--- src/rtl/prism_sp_config_pkg.sv ---
`default_nettype none
// ============================================================================
// Module      : prism_sp_config (package)
// Description : Shared constants and types for the TX-path AXI read arbiter.
// Revision    : 1.0 - initial release
// ============================================================================
package prism_sp_config;

    localparam int SYSTEM_ADDR_WIDTH         = 64;
    localparam int DEFAULT_MAX_OUTSTANDING   = 4;
    localparam int MAX_N_REQ                 = 4;

    // Sized for the largest supported requester count so every build shares one type
    typedef logic [$clog2(MAX_N_REQ)-1:0] rd_req_idx_t;

    typedef enum logic [0:0] {
        S_IDLE  = 1'b0,
        S_GRANT = 1'b1
    } ar_state_t;

endpackage
`default_nettype wire

--- src/rtl/prism_sp_rd_route_fifo.sv ---
`default_nettype none
// ============================================================================
// Module      : prism_sp_rd_route_fifo
// Description : In-order FIFO of requester indices steering R bursts back.
// Revision    : 1.0 - initial release
// ============================================================================
module prism_sp_rd_route_fifo
    import prism_sp_config::*;
#(
    parameter int DEPTH = DEFAULT_MAX_OUTSTANDING
) (
    input  logic                       clk,
    input  logic                       rst_n,
    input  logic                       i_push,
    input  rd_req_idx_t                i_push_idx,
    input  logic                       i_pop,
    output rd_req_idx_t                o_head,
    output logic [$clog2(DEPTH):0]     o_count,
    output logic                       o_full,
    output logic                       o_empty
);

    localparam int c_ptr_w = $clog2(DEPTH);

    rd_req_idx_t          r_mem [DEPTH];
    logic [c_ptr_w-1:0]   r_wr_ptr;
    logic [c_ptr_w-1:0]   r_rd_ptr;
    logic [c_ptr_w:0]     r_count;
    logic                 w_do_push;
    logic                 w_do_pop;

    assign o_full    = (r_count == (c_ptr_w+1)'(DEPTH));
    assign o_empty   = (r_count == '0);
    assign o_count   = r_count;
    assign o_head    = r_mem[r_rd_ptr];
    assign w_do_push = i_push && !o_full;
    assign w_do_pop  = i_pop && !o_empty;

    always_ff @(posedge clk) begin
        if (w_do_push) begin
            r_mem[r_wr_ptr] <= i_push_idx;
        end
    end

    // Pointers wrap naturally because DEPTH is a power of two
    always_ff @(posedge clk or negedge rst_n) begin
        if (!rst_n) begin
            r_wr_ptr <= '0;
            r_rd_ptr <= '0;
            r_count  <= '0;
        end else begin
            if (w_do_push) r_wr_ptr <= r_wr_ptr + 1'b1;
            if (w_do_pop)  r_rd_ptr <= r_rd_ptr + 1'b1;
            case ({w_do_push, w_do_pop})
                2'b10:   r_count <= r_count + 1'b1;
                2'b01:   r_count <= r_count - 1'b1;
                default: r_count <= r_count;
            endcase
        end
    end

endmodule
`default_nettype wire

--- src/rtl/prism_sp_puzzle_axi_rd_arbiter.sv ---
`default_nettype none
// ============================================================================
// Module      : prism_sp_puzzle_axi_rd_arbiter
// Description : Round-robin AR arbiter with in-order R routing for one AXI ID.
// Revision    : 1.0 - initial release
// ============================================================================
module prism_sp_puzzle_axi_rd_arbiter
    import prism_sp_config::*;
#(
    parameter int N_REQ           = 2,
    parameter int ADDR_WIDTH      = SYSTEM_ADDR_WIDTH,
    parameter int DATA_WIDTH      = 128,
    parameter int MAX_OUTSTANDING = DEFAULT_MAX_OUTSTANDING
) (
    input  logic                            clock,
    input  logic                            resetn,
    input  logic [N_REQ-1:0]                s_arvalid,
    output logic [N_REQ-1:0]                s_arready,
    input  logic [N_REQ*ADDR_WIDTH-1:0]     s_araddr,
    input  logic [N_REQ*8-1:0]              s_arlen,
    output logic [N_REQ-1:0]                s_rvalid,
    input  logic [N_REQ-1:0]                s_rready,
    output logic [DATA_WIDTH-1:0]           s_rdata,
    output logic                            s_rlast,
    output logic [1:0]                      s_rresp,
    output logic                            m_arvalid,
    input  logic                            m_arready,
    output logic [ADDR_WIDTH-1:0]           m_araddr,
    output logic [7:0]                      m_arlen,
    input  logic                            m_rvalid,
    output logic                            m_rready,
    input  logic [DATA_WIDTH-1:0]           m_rdata,
    input  logic                            m_rlast,
    input  logic [1:0]                      m_rresp,
    output logic [$clog2(MAX_OUTSTANDING):0] outstanding,
    output logic                            err_orphan_r
);

    ar_state_t             r_state, w_state_nxt;
    rd_req_idx_t           r_idx, r_rr_ptr, w_pick, w_head;
    logic [ADDR_WIDTH-1:0] r_addr, w_sel_addr;
    logic [7:0]            r_len, w_sel_len;
    logic                  r_err_orphan;
    logic                  w_load, w_ar_hs, w_pop, w_sel_valid, w_head_ready;
    logic                  w_fifo_full, w_fifo_empty;

    // First requester at or after ptr, wrapping; smallest offset wins
    function automatic rd_req_idx_t rr_pick(input logic [N_REQ-1:0] req, input rd_req_idx_t ptr);
        rd_req_idx_t pick;
        pick = ptr;
        for (int k = N_REQ-1; k >= 0; k--) begin
            for (int i = 0; i < N_REQ; i++) begin
                if (req[i] && (i == (int'(ptr) + k) % N_REQ)) pick = rd_req_idx_t'(i);
            end
        end
        return pick;
    endfunction

    always_comb begin
        w_pick      = rr_pick(s_arvalid, r_rr_ptr);
        w_sel_addr  = '0;
        w_sel_len   = '0;
        w_sel_valid = 1'b0;
        for (int i = 0; i < N_REQ; i++) begin
            if (rd_req_idx_t'(i) == w_pick) begin
                w_sel_addr = s_araddr[i*ADDR_WIDTH +: ADDR_WIDTH];
                w_sel_len  = s_arlen[i*8 +: 8];
            end
            if (rd_req_idx_t'(i) == r_idx) w_sel_valid = s_arvalid[i];
        end
    end

    always_comb begin
        w_state_nxt = r_state;
        w_load      = 1'b0;
        case (r_state)
            S_IDLE: begin
                if (!w_fifo_full && (|s_arvalid)) begin
                    w_load      = 1'b1;
                    w_state_nxt = S_GRANT;
                end
            end
            S_GRANT: begin
                if (m_arready) w_state_nxt = S_IDLE;
            end
            default: w_state_nxt = S_IDLE;
        endcase
    end

    assign m_arvalid = (r_state == S_GRANT);
    assign m_araddr  = r_addr;
    assign m_arlen   = r_len;
    assign w_ar_hs   = m_arvalid && m_arready;

    always_ff @(posedge clock or negedge resetn) begin
        if (!resetn) begin
            r_state      <= S_IDLE;
            r_idx        <= '0;
            r_addr       <= '0;
            r_len        <= '0;
            r_rr_ptr     <= '0;
            r_err_orphan <= 1'b0;
        end else begin
            r_state <= w_state_nxt;
            if (w_load) begin
                r_idx  <= w_pick;
                r_addr <= w_sel_addr;
                r_len  <= w_sel_len;
            end
            if (w_ar_hs) begin
                r_rr_ptr <= (r_idx == rd_req_idx_t'(N_REQ-1)) ? '0 : rd_req_idx_t'(r_idx + 1'b1);
            end
            if (m_rvalid && w_fifo_empty) r_err_orphan <= 1'b1;
        end
    end

    always_comb begin
        s_arready    = '0;
        s_rvalid     = '0;
        w_head_ready = 1'b0;
        for (int i = 0; i < N_REQ; i++) begin
            if (rd_req_idx_t'(i) == r_idx)  s_arready[i] = w_ar_hs;
            if (rd_req_idx_t'(i) == w_head) begin
                s_rvalid[i]  = m_rvalid && !w_fifo_empty;
                w_head_ready = s_rready[i];
            end
        end
    end

    assign m_rready     = w_head_ready && !w_fifo_empty;
    assign w_pop        = m_rvalid && m_rready && m_rlast;
    assign s_rdata      = m_rdata;
    assign s_rlast      = m_rlast;
    assign s_rresp      = m_rresp;
    assign err_orphan_r = r_err_orphan;

    prism_sp_rd_route_fifo #(
        .DEPTH (MAX_OUTSTANDING)
    ) u_route_fifo (
        .clk        (clock),
        .rst_n      (resetn),
        .i_push     (w_ar_hs),
        .i_push_idx (r_idx),
        .i_pop      (w_pop),
        .o_head     (w_head),
        .o_count    (outstanding),
        .o_full     (w_fifo_full),
        .o_empty    (w_fifo_empty)
    );

`ifndef SYNTHESIS
    a_grant_req_held: assert property (@(posedge clock) disable iff (!resetn)
        (r_state == S_GRANT) |-> w_sel_valid);
`endif

endmodule
`default_nettype wire

--- config.mk ---
export PLATFORM = sky130hd
export DESIGN_NAME = prism_sp_puzzle_axi_rd_arbiter
export DESIGN_NICKNAME = d
export VERILOG_FILES = /design/src/rtl/prism_sp_config_pkg.sv /design/src/rtl/prism_sp_rd_route_fifo.sv /design/src/rtl/prism_sp_puzzle_axi_rd_arbiter.sv
export SDC_FILE = /design/constraint.sdc
export NUM_CORES = 1
export LEC_CHECK = 0
export ABC_AREA = 1
export CORE_AREA = 2 2 195 197
export CTS_BUF_LIST = sky130_fd_sc_hd__clkbuf_8
export CTS_CLUSTER_DIAMETER = 30
export CTS_CLUSTER_SIZE = 20
export DETAILED_ROUTE_END_ITERATION = 8
export DIE_AREA = 0 0 197 199
export GPL_ROUTABILITY_DRIVEN = 0
export GPL_TIMING_DRIVEN = 0
export PLACE_DENSITY = 0.49
export SLEW_MARGIN = 10
export SYNTH_ARGS = -nofsm -noshare
export SYNTH_HDL_FRONTEND = slang
export SYNTH_SLANG_ARGS = --single-unit
--- constraint.sdc ---
create_clock -name clock -period 3.1 [get_ports clock]
set_input_delay 0.62 -clock clock [delete_from_list [all_inputs] [get_ports clock]]
set_output_delay 0.62 -clock clock [all_outputs]
set_load 0.03 [all_outputs]
After elaboration in Yosys (flattened, before gate mapping)
Memories as Yosys holds them, arrays and structs flattened.
Index checks and enable logic that the tools add are counted.
{"block": "word_totals", "reg_bits": 85, "ramBits": 8, "inputBits": 283, "out_inout_bits": 213, "elab_cells": 71, "mem_count": 1}
{"block": "op_classes", "n_addsub": 6, "eq_ne": 8, "mux": 22, "bitwise": 2, "reduce_logical": 23}
{"name": "u_route_fifo.r_mem", "words": 4, "word_bits": 2, "rd": 1, "rd_ports_with_merged_regs": 0, "wr": 1, "line": "prism_sp_rd_route_fifo.sv:25", "source": "rd_req_idx_t r_mem [DEPTH];"}
{"op": "$mux W64", "count": 2}
{"op": "$logic_not A32 Y1", "count": 2}
{"op": "$mux W8", "count": 2}
{"op": "$logic_and A1 B1 Y1", "count": 13}
{"op": "$mux W1", "count": 11}
{"op": "$mux W2", "count": 5}
{"op": "$add A2 B1 Y2 const B", "count": 3}
{"op": "$eq A1 B2 Y1 const A", "count": 3}
{"op": "$logic_not A2 Y1", "count": 3}
{"op": "$pmux W3 S2", "count": 1}
{"op": "$eq A2 B1 Y1 const B", "count": 2}
{"op": "$add A3 B1 Y3 const B", "count": 1}
{"op": "$eq A3 B3 Y1 const B", "count": 1}
{"op": "$logic_not A3 Y1", "count": 1}
{"op": "$sub A3 B1 Y3 const B", "count": 1}
{"op": "$eq A2 B2 Y1 const A", "count": 1}
{"op": "$eq A2 B2 Y1 const B", "count": 1}
{"op": "$logic_not A1 Y1", "count": 2}
{"op": "$pmux W1 S2", "count": 1}
{"op": "$reduce_bool A2 Y1", "count": 1}
{"op": "$reduce_or A2 Y1", "count": 1}
{"op": "$add A1 B1 Y1 const B", "count": 1}
{"op": "$and A1 B1 Y1 const A", "count": 1}
{"op": "$not A1 Y1", "count": 1}

Longest topological paths before layout
Gate-level depths: netlist (run 1).
{"block": "depth", "depth_word": 11, "mapped_depth": 15, "depth_no_buf": 15}

Cells and area by module
Synthesis (run 1) repeated with hierarchy kept, for this count alone.
{"block": "unflattened", "cells_unflattened": 817, "hier_area_um2": 6175.9}
{"module": "prism_sp_puzzle_axi_rd_arbiter", "n_inst": 1, "cells_per_inst": 733, "area_each_um2": 5381.4, "seq_area_each_um2": 1951.9}
{"module": "prism_sp_rd_route_fifo", "n_inst": 1, "cells_per_inst": 84, "area_each_um2": 794.5, "seq_area_each_um2": 415.4}

Worst setup path before layout (run 1)
Ideal clock, no wire load.
{"block": "synth_path", "path_type": "reg-to-output", "from": "reg u_route_fifo.r_count[0], in the netlist u_route_fifo.o_count[0]", "to": "out s_rvalid[1]", "arrival_ns": 1.644, "required_time_ns": 2.480, "path_slack_ns": 0.836, "stages_incl_launch_ff": 5, "path_buffers": 0, "path_cell_list": "dfrtp_1 -> inv_1 -> nand3_1 -> nand2_1 -> nor3b_1"}
{"block": "synth_via", "elab_chain_len": 4}
{"item": "start: declaration", "line": "prism_sp_rd_route_fifo.sv:28", "source": "logic [c_ptr_w:0] r_count;"}
{"item": "start signal: assignment", "line": "prism_sp_rd_route_fifo.sv:55", "source": "2'b10: r_count <= r_count + 1'b1;"}
{"item": "start signal: assignment", "line": "prism_sp_rd_route_fifo.sv:56", "source": "2'b01: r_count <= r_count - 1'b1;"}
{"item": "start signal: assignment", "line": "prism_sp_rd_route_fifo.sv:57", "source": "default: r_count <= r_count;"}
{"item": "$logic_not A3 Y1", "line": "prism_sp_rd_route_fifo.sv:33", "source": "assign o_empty = (r_count == '0);"}
{"item": "$logic_not A1 Y1", "line": "prism_sp_puzzle_axi_rd_arbiter.sv:124", "source": "s_rvalid[i] = m_rvalid && !w_fifo_empty;"}
{"item": "$logic_and A1 B1 Y1", "line": "prism_sp_puzzle_axi_rd_arbiter.sv:124"}
{"item": "$mux W1", "line": "prism_sp_puzzle_axi_rd_arbiter.sv:123", "source": "if (rd_req_idx_t'(i) == w_head) begin"}
{"item": "end: declaration", "line": "prism_sp_puzzle_axi_rd_arbiter.sv:21", "source": "output logic [N_REQ-1:0] s_rvalid,"}
Every way passes these cells.

Worst setup path after layout (run 1)
{"block": "layout_path", "from": "in m_arready", "to": "out s_arready[1]"}
{"block": "layout_via", "elab_chain_len": 2}
{"item": "start: declaration", "line": "prism_sp_puzzle_axi_rd_arbiter.sv:27", "source": "input logic m_arready,"}
{"item": "$logic_and A1 B1 Y1", "line": "prism_sp_puzzle_axi_rd_arbiter.sv:93", "source": "assign w_ar_hs = m_arvalid && m_arready;"}
{"item": "$mux W1", "line": "prism_sp_puzzle_axi_rd_arbiter.sv:122", "source": "if (rd_req_idx_t'(i) == r_idx) s_arready[i] = w_ar_hs;"}
{"item": "end: declaration", "line": "prism_sp_puzzle_axi_rd_arbiter.sv:18", "source": "output logic [N_REQ-1:0] s_arready,"}
Every way passes these cells.

==> metrics.txt, run 1 <==
status finished clean; Power Density around 320 nW/um2; CP endpoint kind primary output; maximum fanout along the worst path 4; TritonCTS Buffers 9; Cell Area, Synth approximately 5800 um2; Startpoint Class input port; max cap viols 0; GR Util All Layers between 10% and 20%; Initial DRC Count ~240; Synth area leader dfrtp_1; Final Setup Violations 0; Final period util between 90 and 100%; die height roughly 200 um; post-route total power 3.25 mW; antenna violations before repair 1; Detailed Routing Iterations Pass 1 4; Initial Util between 10% and 20%; Hold Crit Class input port to async pin; CP required between 2 and 2.5 ns; Worst R2R Path Depth 14; largest net degree at the start of global routing 46; final hold vios 0; vias per cell around 4.1; Post-Route WL approximately 26 mm; crit path DAT 2.23 ns; number of synthesized flops with an enable pin 8; Non-Filler Instances 1526; Mean Syn Cell Area 8.67 um2; Slew @ Worst Pin ~0.67 ns; Synth Instances approximately 670; DP HPWL approximately 21 mm; Skew-Pair Late Insertion Delay approximately 0.4 ns; die area just under 40000 um2; post-synthesis sequential area ratio 40.8%; final net count approximately 1300; Peak VDD IR about 0.18 mV; Yosys top cell area share a little under two fifths; wire per inst between 15 and 20 um; clock slew at reported path FFs approximately 0.11 ns; min Tclk post-route approximately 2.8 ns; top-level I/O count between 400 and 500; Area Growth Syn to Fin 77.8%; TritonCTS Sinks between 90 and 100; fmax between 0.3 and 0.4 GHz; first-pass GRT wire length 37.8 mm; postcts setup bufs 0; most frequent cells in the layout clkdlybuf4s50_1, buf_4, dfrtp_1; fin. max-slew vios 0; DRT antenna net count 0; clk_skew about 0.0080 ns; H-tree depth 3; Yosys cell types 29; IO buf count 365; vias a little over 6000; Die W 197 um; CTS Buffer Depth 2; main flop type after synthesis dfrtp_1; FP Rows between 70 and 80; layout cells sized above 1 19.3%; RSZ-0062 raised after global routing no; Async SR Flop Fraction between 90% and 100%; Syn Nets 958; vias in the first global route ~6300; Worst slew margin 55.3%; placed insts 1509; clk root buf clkbuf_8; commonest non-fill, non-tap cell in the layout clkdlybuf4s50_1; TritonCTS clock tree yes; total grt overflow 0; Ys Warns 0; Leak Pwr 4.39 nW; dominant cells by area after synthesis dfrtp_1, buf_4, a31oi_1, nand4_1, nand3_1; Yosys reg bits 93; DRC viols 0; CP Class input port to primary output; core footprint between 30000 and 40000 um2
-- synthesized netlist by cell type (all sizes together), types with 2 or more instances --
library cell / number
clkbuf: 16
dfrtp: 85
ha: 5
nand3: 82
a21oi: 2
a31oi: 72
nor3: 3
inv: 24
nor2: 84
nand2: 37
o21ai: 5
nand4: 72
xor2: 2
edfxtp: 8
buf: 167
-- through the flow --
step	setup TNS, ns	hold slack [ns]	area, um2	setup slack [ns]	utilization [%]
6_report	0	0.202	10300	0.253	27.8
5_1_grt	0	0.216	10300	0.101	27.8
4_1_cts	0	0.186	10300	0.161	27.7
3_5_place_dp	0	0.456	10100	0.183	27.1
3_3_place_gp	-202.09	0.459	10000	-2.39	27.1
2_1_floorplan	0	0.324	5800	0.836	-
-- critical path, stage by stage --
cell and delay (ns):
clkdlybuf4s50_1 0.48, nand2_1 0.11, nor3_1 0.27, clkdlybuf4s50_1 0.75
-- power by group --
group / leakage [nW] / internal [mW] / total, mW / switching (mW)
clock network: 0.113 / 0.469 / 1.01 / 0.541
registers: 1.23 / 1.23 / 1.23 / 0.00202
logic: 3.04 / 0.512 / 1.01 / 0.498
total: 4.39 / 2.21 / 3.25 / 1.04
-- kinds of logic (layout without fill, tap and decap cells) --
logic type	after synthesis	in the layout	share of synthesized area, %
AND/OR/NAND/NOR	280	280	24.6
buffers and inverters	207	589	24.2
flip-flops	93	93	40.8
AO/OA/AOI/OAI	80	80	8.50
adder cells (fa/ha/maj)	6	6	1.42
XOR/XNOR	3	3	0.453
other	0	1	0
-- worst paths after layout --
| check | startpoint | to | slack, ns |
|---|---|---|---|
| min reg2reg | err_orphan_r | err_orphan_r | 0.47 |
| max in group asynchronous | resetn | m_araddr[47] | 2.22 |
| max | m_arready | s_arready[1] | 0.25 |
| min | resetn | m_araddr[39] | 0.20 |
| min in group clock | err_orphan_r | err_orphan_r | 0.47 |
| max reg2reg | u_route_fifo.r_rd_ptr[0] | u_route_fifo.o_count[2] | 0.79 |
-- final cells by class --
cell class	instances	area (um2)
inverters	24	90.1
diodes	1	2.50
well taps	474	593
multi-input cells	369	2030
repair buffers	366	3680
plain buffers	183	1310
fillers	4013	26800
clock buffers	9	124
flip-flops and latches	93	2370
clock inverters	7	108
-- registers in the layout, indices dropped and copies added (netlist names) --
| signal | cells |
|---|---|
| err_orphan_r | 1 |
| m_araddr | 64 |
| m_arlen | 8 |
| m_arvalid | 1 |
| r_idx | 2 |
| r_rr_ptr | 2 |
| u_route_fifo.o_count | 3 |
| u_route_fifo.r_mem | 8 |
| u_route_fifo.r_rd_ptr | 2 |
| u_route_fifo.r_wr_ptr | 2 |
-- metal layers --
metal / wire (um) / track usage (%) / vias up / share of wire (%)
li1: - / - / 2964 / -
met1: 11400 / 16.3 / 2919 / 43
met2: 12700 / 21.2 / 286 / 48
met3: 1800 / 3.42 / 26 / 6.8
met4: 587 / 4.48 / 0 / 2.2
met5: 0 / 0 / - / 0
-- timing repair --
action | 4_1_cts | 5_1_grt
hold buffers | 0 | 0
endpoints found under the setup margin | 0 | 1
gates resized for setup | 0 | 1
Note: power is estimated with default switching activity, not from simulation.
==> inputs of run 2 (changes only) <==
--- a/config.mk
+++ b/config.mk
@@ -15,7 +15,8 @@
 export GPL_ROUTABILITY_DRIVEN = 0
 export GPL_TIMING_DRIVEN = 0
 export PLACE_DENSITY = 0.49
-export SLEW_MARGIN = 10
+export RECOVER_POWER = 100
+export SLEW_MARGIN = 20
 export SYNTH_ARGS = -nofsm -noshare
 export SYNTH_HDL_FRONTEND = slang
 export SYNTH_SLANG_ARGS = --single-unit
==> run 2 against run 1 <==
  * The run now ends with max-capacitance violations, max-slew violations left
  * Register-to-register slack got worse by 0.20 ns
  * Sequential cell count unchanged
  * Maximum frequency down 2.8%
  * Clock power about the same
  * Sequential share of layout area is 0.29 points higher
  * Worst hold slack better by 0.27 ns
  * Cell count is the same
  * Total power shrank 1.8%
  * Combinational power shrank 6%
  * Via count rose by 0.11%
  * Sequential power barely moved
  * First-iteration DRC count down 5.1%
  * Critical path type unchanged
==> metrics.txt, run 2 (synthesis gave the netlist of run 1 again) <==
wire per inst 17.3 um; Worst slew margin -68.3%; CP endpoint kind primary output; Post-Route WL ~26 mm; Hold Buf Count CTS 0; Detailed Routing Iterations Pass 1 5; Final Setup Violations 0; Area after DPL ~10000 um2; vias per cell 4.06; Startpoint Class input port; clock slew at reported path FFs ~0.11 ns; Final period util 94.5%; layout cells sized above 1 between 10% and 20%; crit path DAT roughly 2.3 ns; final hold vios 0; Final Cell Area between 10000 and 15000 um2; RSZ-0062 raised after global routing no; Initial DRC Count roughly 220; largest net degree at the start of global routing between 40 and 50; DRT antenna net count 0; Hold Crit Class flip-flop to flip-flop; max cap viols 1; max reg flops 64; clk_skew around 0.0091 ns; vias in the first global route just over 6000; CP Class input port to primary output; most frequent cells in the layout dlygate4sd3_1, clkdlybuf4s50_1, buf_4; total grt overflow 0; TNS Setup 0 ns; post-route total power roughly 3.2 mW; fmax ~0.34 GHz; commonest non-fill, non-tap cell in the layout dlygate4sd3_1; TritonCTS clock tree yes; Non-Filler Instances roughly 1500; H-tree depth 3; PostCTS Resize Cnt 0; min Tclk post-route just under 3 ns; Slew @ Worst Pin 2.52 ns; die height between 150 and 200 um; die area between 30000 and 40000 um2; vias ~6200; CP required ~2.5 ns; Final Core Density a little over a quarter; FP Rows between 70 and 80; postcts setup bufs 0; fin. max-slew vios 41; CTS Buffer Depth 2; final net count ~1300; DP HPWL about 21 mm; Die W between 150 and 200 um; top-level I/O count 496; placed insts ~1500; Peak VDD IR about 0.29 mV; antenna violations before repair 2; core footprint 37100 um2; GR Util All Layers 12.8%; Skew-Pair Late Insertion Delay slightly below 0.4 ns; Area Growth Syn to Fin 75.6%; first-pass GRT wire length 37.6 mm; clk root buf clkbuf_8; DRC viols 0; Leak Pwr around 4.6 nW; maximum fanout along the worst path 4; status finished with violations; TritonCTS Sinks 93; Power Density between 300 and 400 nW/um2; IO buf count between 300 and 400; Initial Util between 10% and 20%; TritonCTS Buffers 9; failing checks max-capacitance violations, max-slew violations
==> run 2: changes by cell type in the layout (fill, tap and decap cells not counted), moves of 3 or more <==
| cell | change |
|---|---|
| clkdlybuf4s50_1 | -210 |
| dlygate4sd3_1 | +210 |
| clkbuf_1 | +9 |
| nand3_1 | +7 |
| nand3_2 | -7 |
| buf_6 | -6 |
| nand2_1 | +4 |
| nand2_2 | -3 |
==> run 2: worst paths after layout <==
kind / startpoint / end / slack, ns / cells past startpoint
max: m_arready / s_arready[1] / 0.17 / 4
min in group asynchronous: resetn / m_araddr[39] / 0.97 / 1
min reg2reg: err_orphan_r / err_orphan_r / 0.47 / 1
max reg2reg: r_rr_ptr[0] / m_araddr[39] / 0.59 / 6
max in group asynchronous: resetn / m_araddr[6] / 0.66 / 1
min: err_orphan_r / err_orphan_r / 0.47 / 1
==> run 2: worst max-delay path, cell delays in order <==
cell and delay [ns]:
dlygate4sd3_1 0.56, nand2_1 0.11, nor3_1 0.27, clkdlybuf4s50_1 0.75
==> run 2: metal layers <==
layer / share of wire, % / GRT usage, % / vias to the layer above / wire (um)
li1: - / - / 2969 / -
met5: 0 / 0 / - / 0
met2: 49 / 21.7 / 298 / 13000
met3: 6.6 / 3.34 / 21 / 1730
met4: 2.0 / 4.07 / 0 / 518
met1: 42 / 15.9 / 2914 / 11200
==> run 2: area by class of cell <==
class,instances,area [um2]
fill,4043,27000
timing repair buffer,366,3670
sequential,93,2370
multi-input combinational,369,1970
buffer,183,1260
tap,474,593
clock buffer,9,124
clock inverter,7,108
inverter,24,90.1
antenna,1,2.50
==> run 2: report_power, final <==
part,internal (mW),total (mW),switching (mW)
Clock,0.469,1.02,0.547
Sequential,1.23,1.23,0.00199
Combinational,0.460,0.945,0.485
Total,2.16,3.19,1.03
==> run 2: per-stage QoR <==
| step | hold slack, ns | worst slack (ns) |
|---|---|---|
| 5_1_grt | 0.510 | 0.0693 |
| 2_1_floorplan | 0.324 | 0.836 |
| 3_5_place_dp | 0.456 | 0.181 |
| 3_3_place_gp | 0.459 | -2.39 |
| 6_report | 0.469 | 0.171 |
| 4_1_cts | 0.0943 | 0.158 |
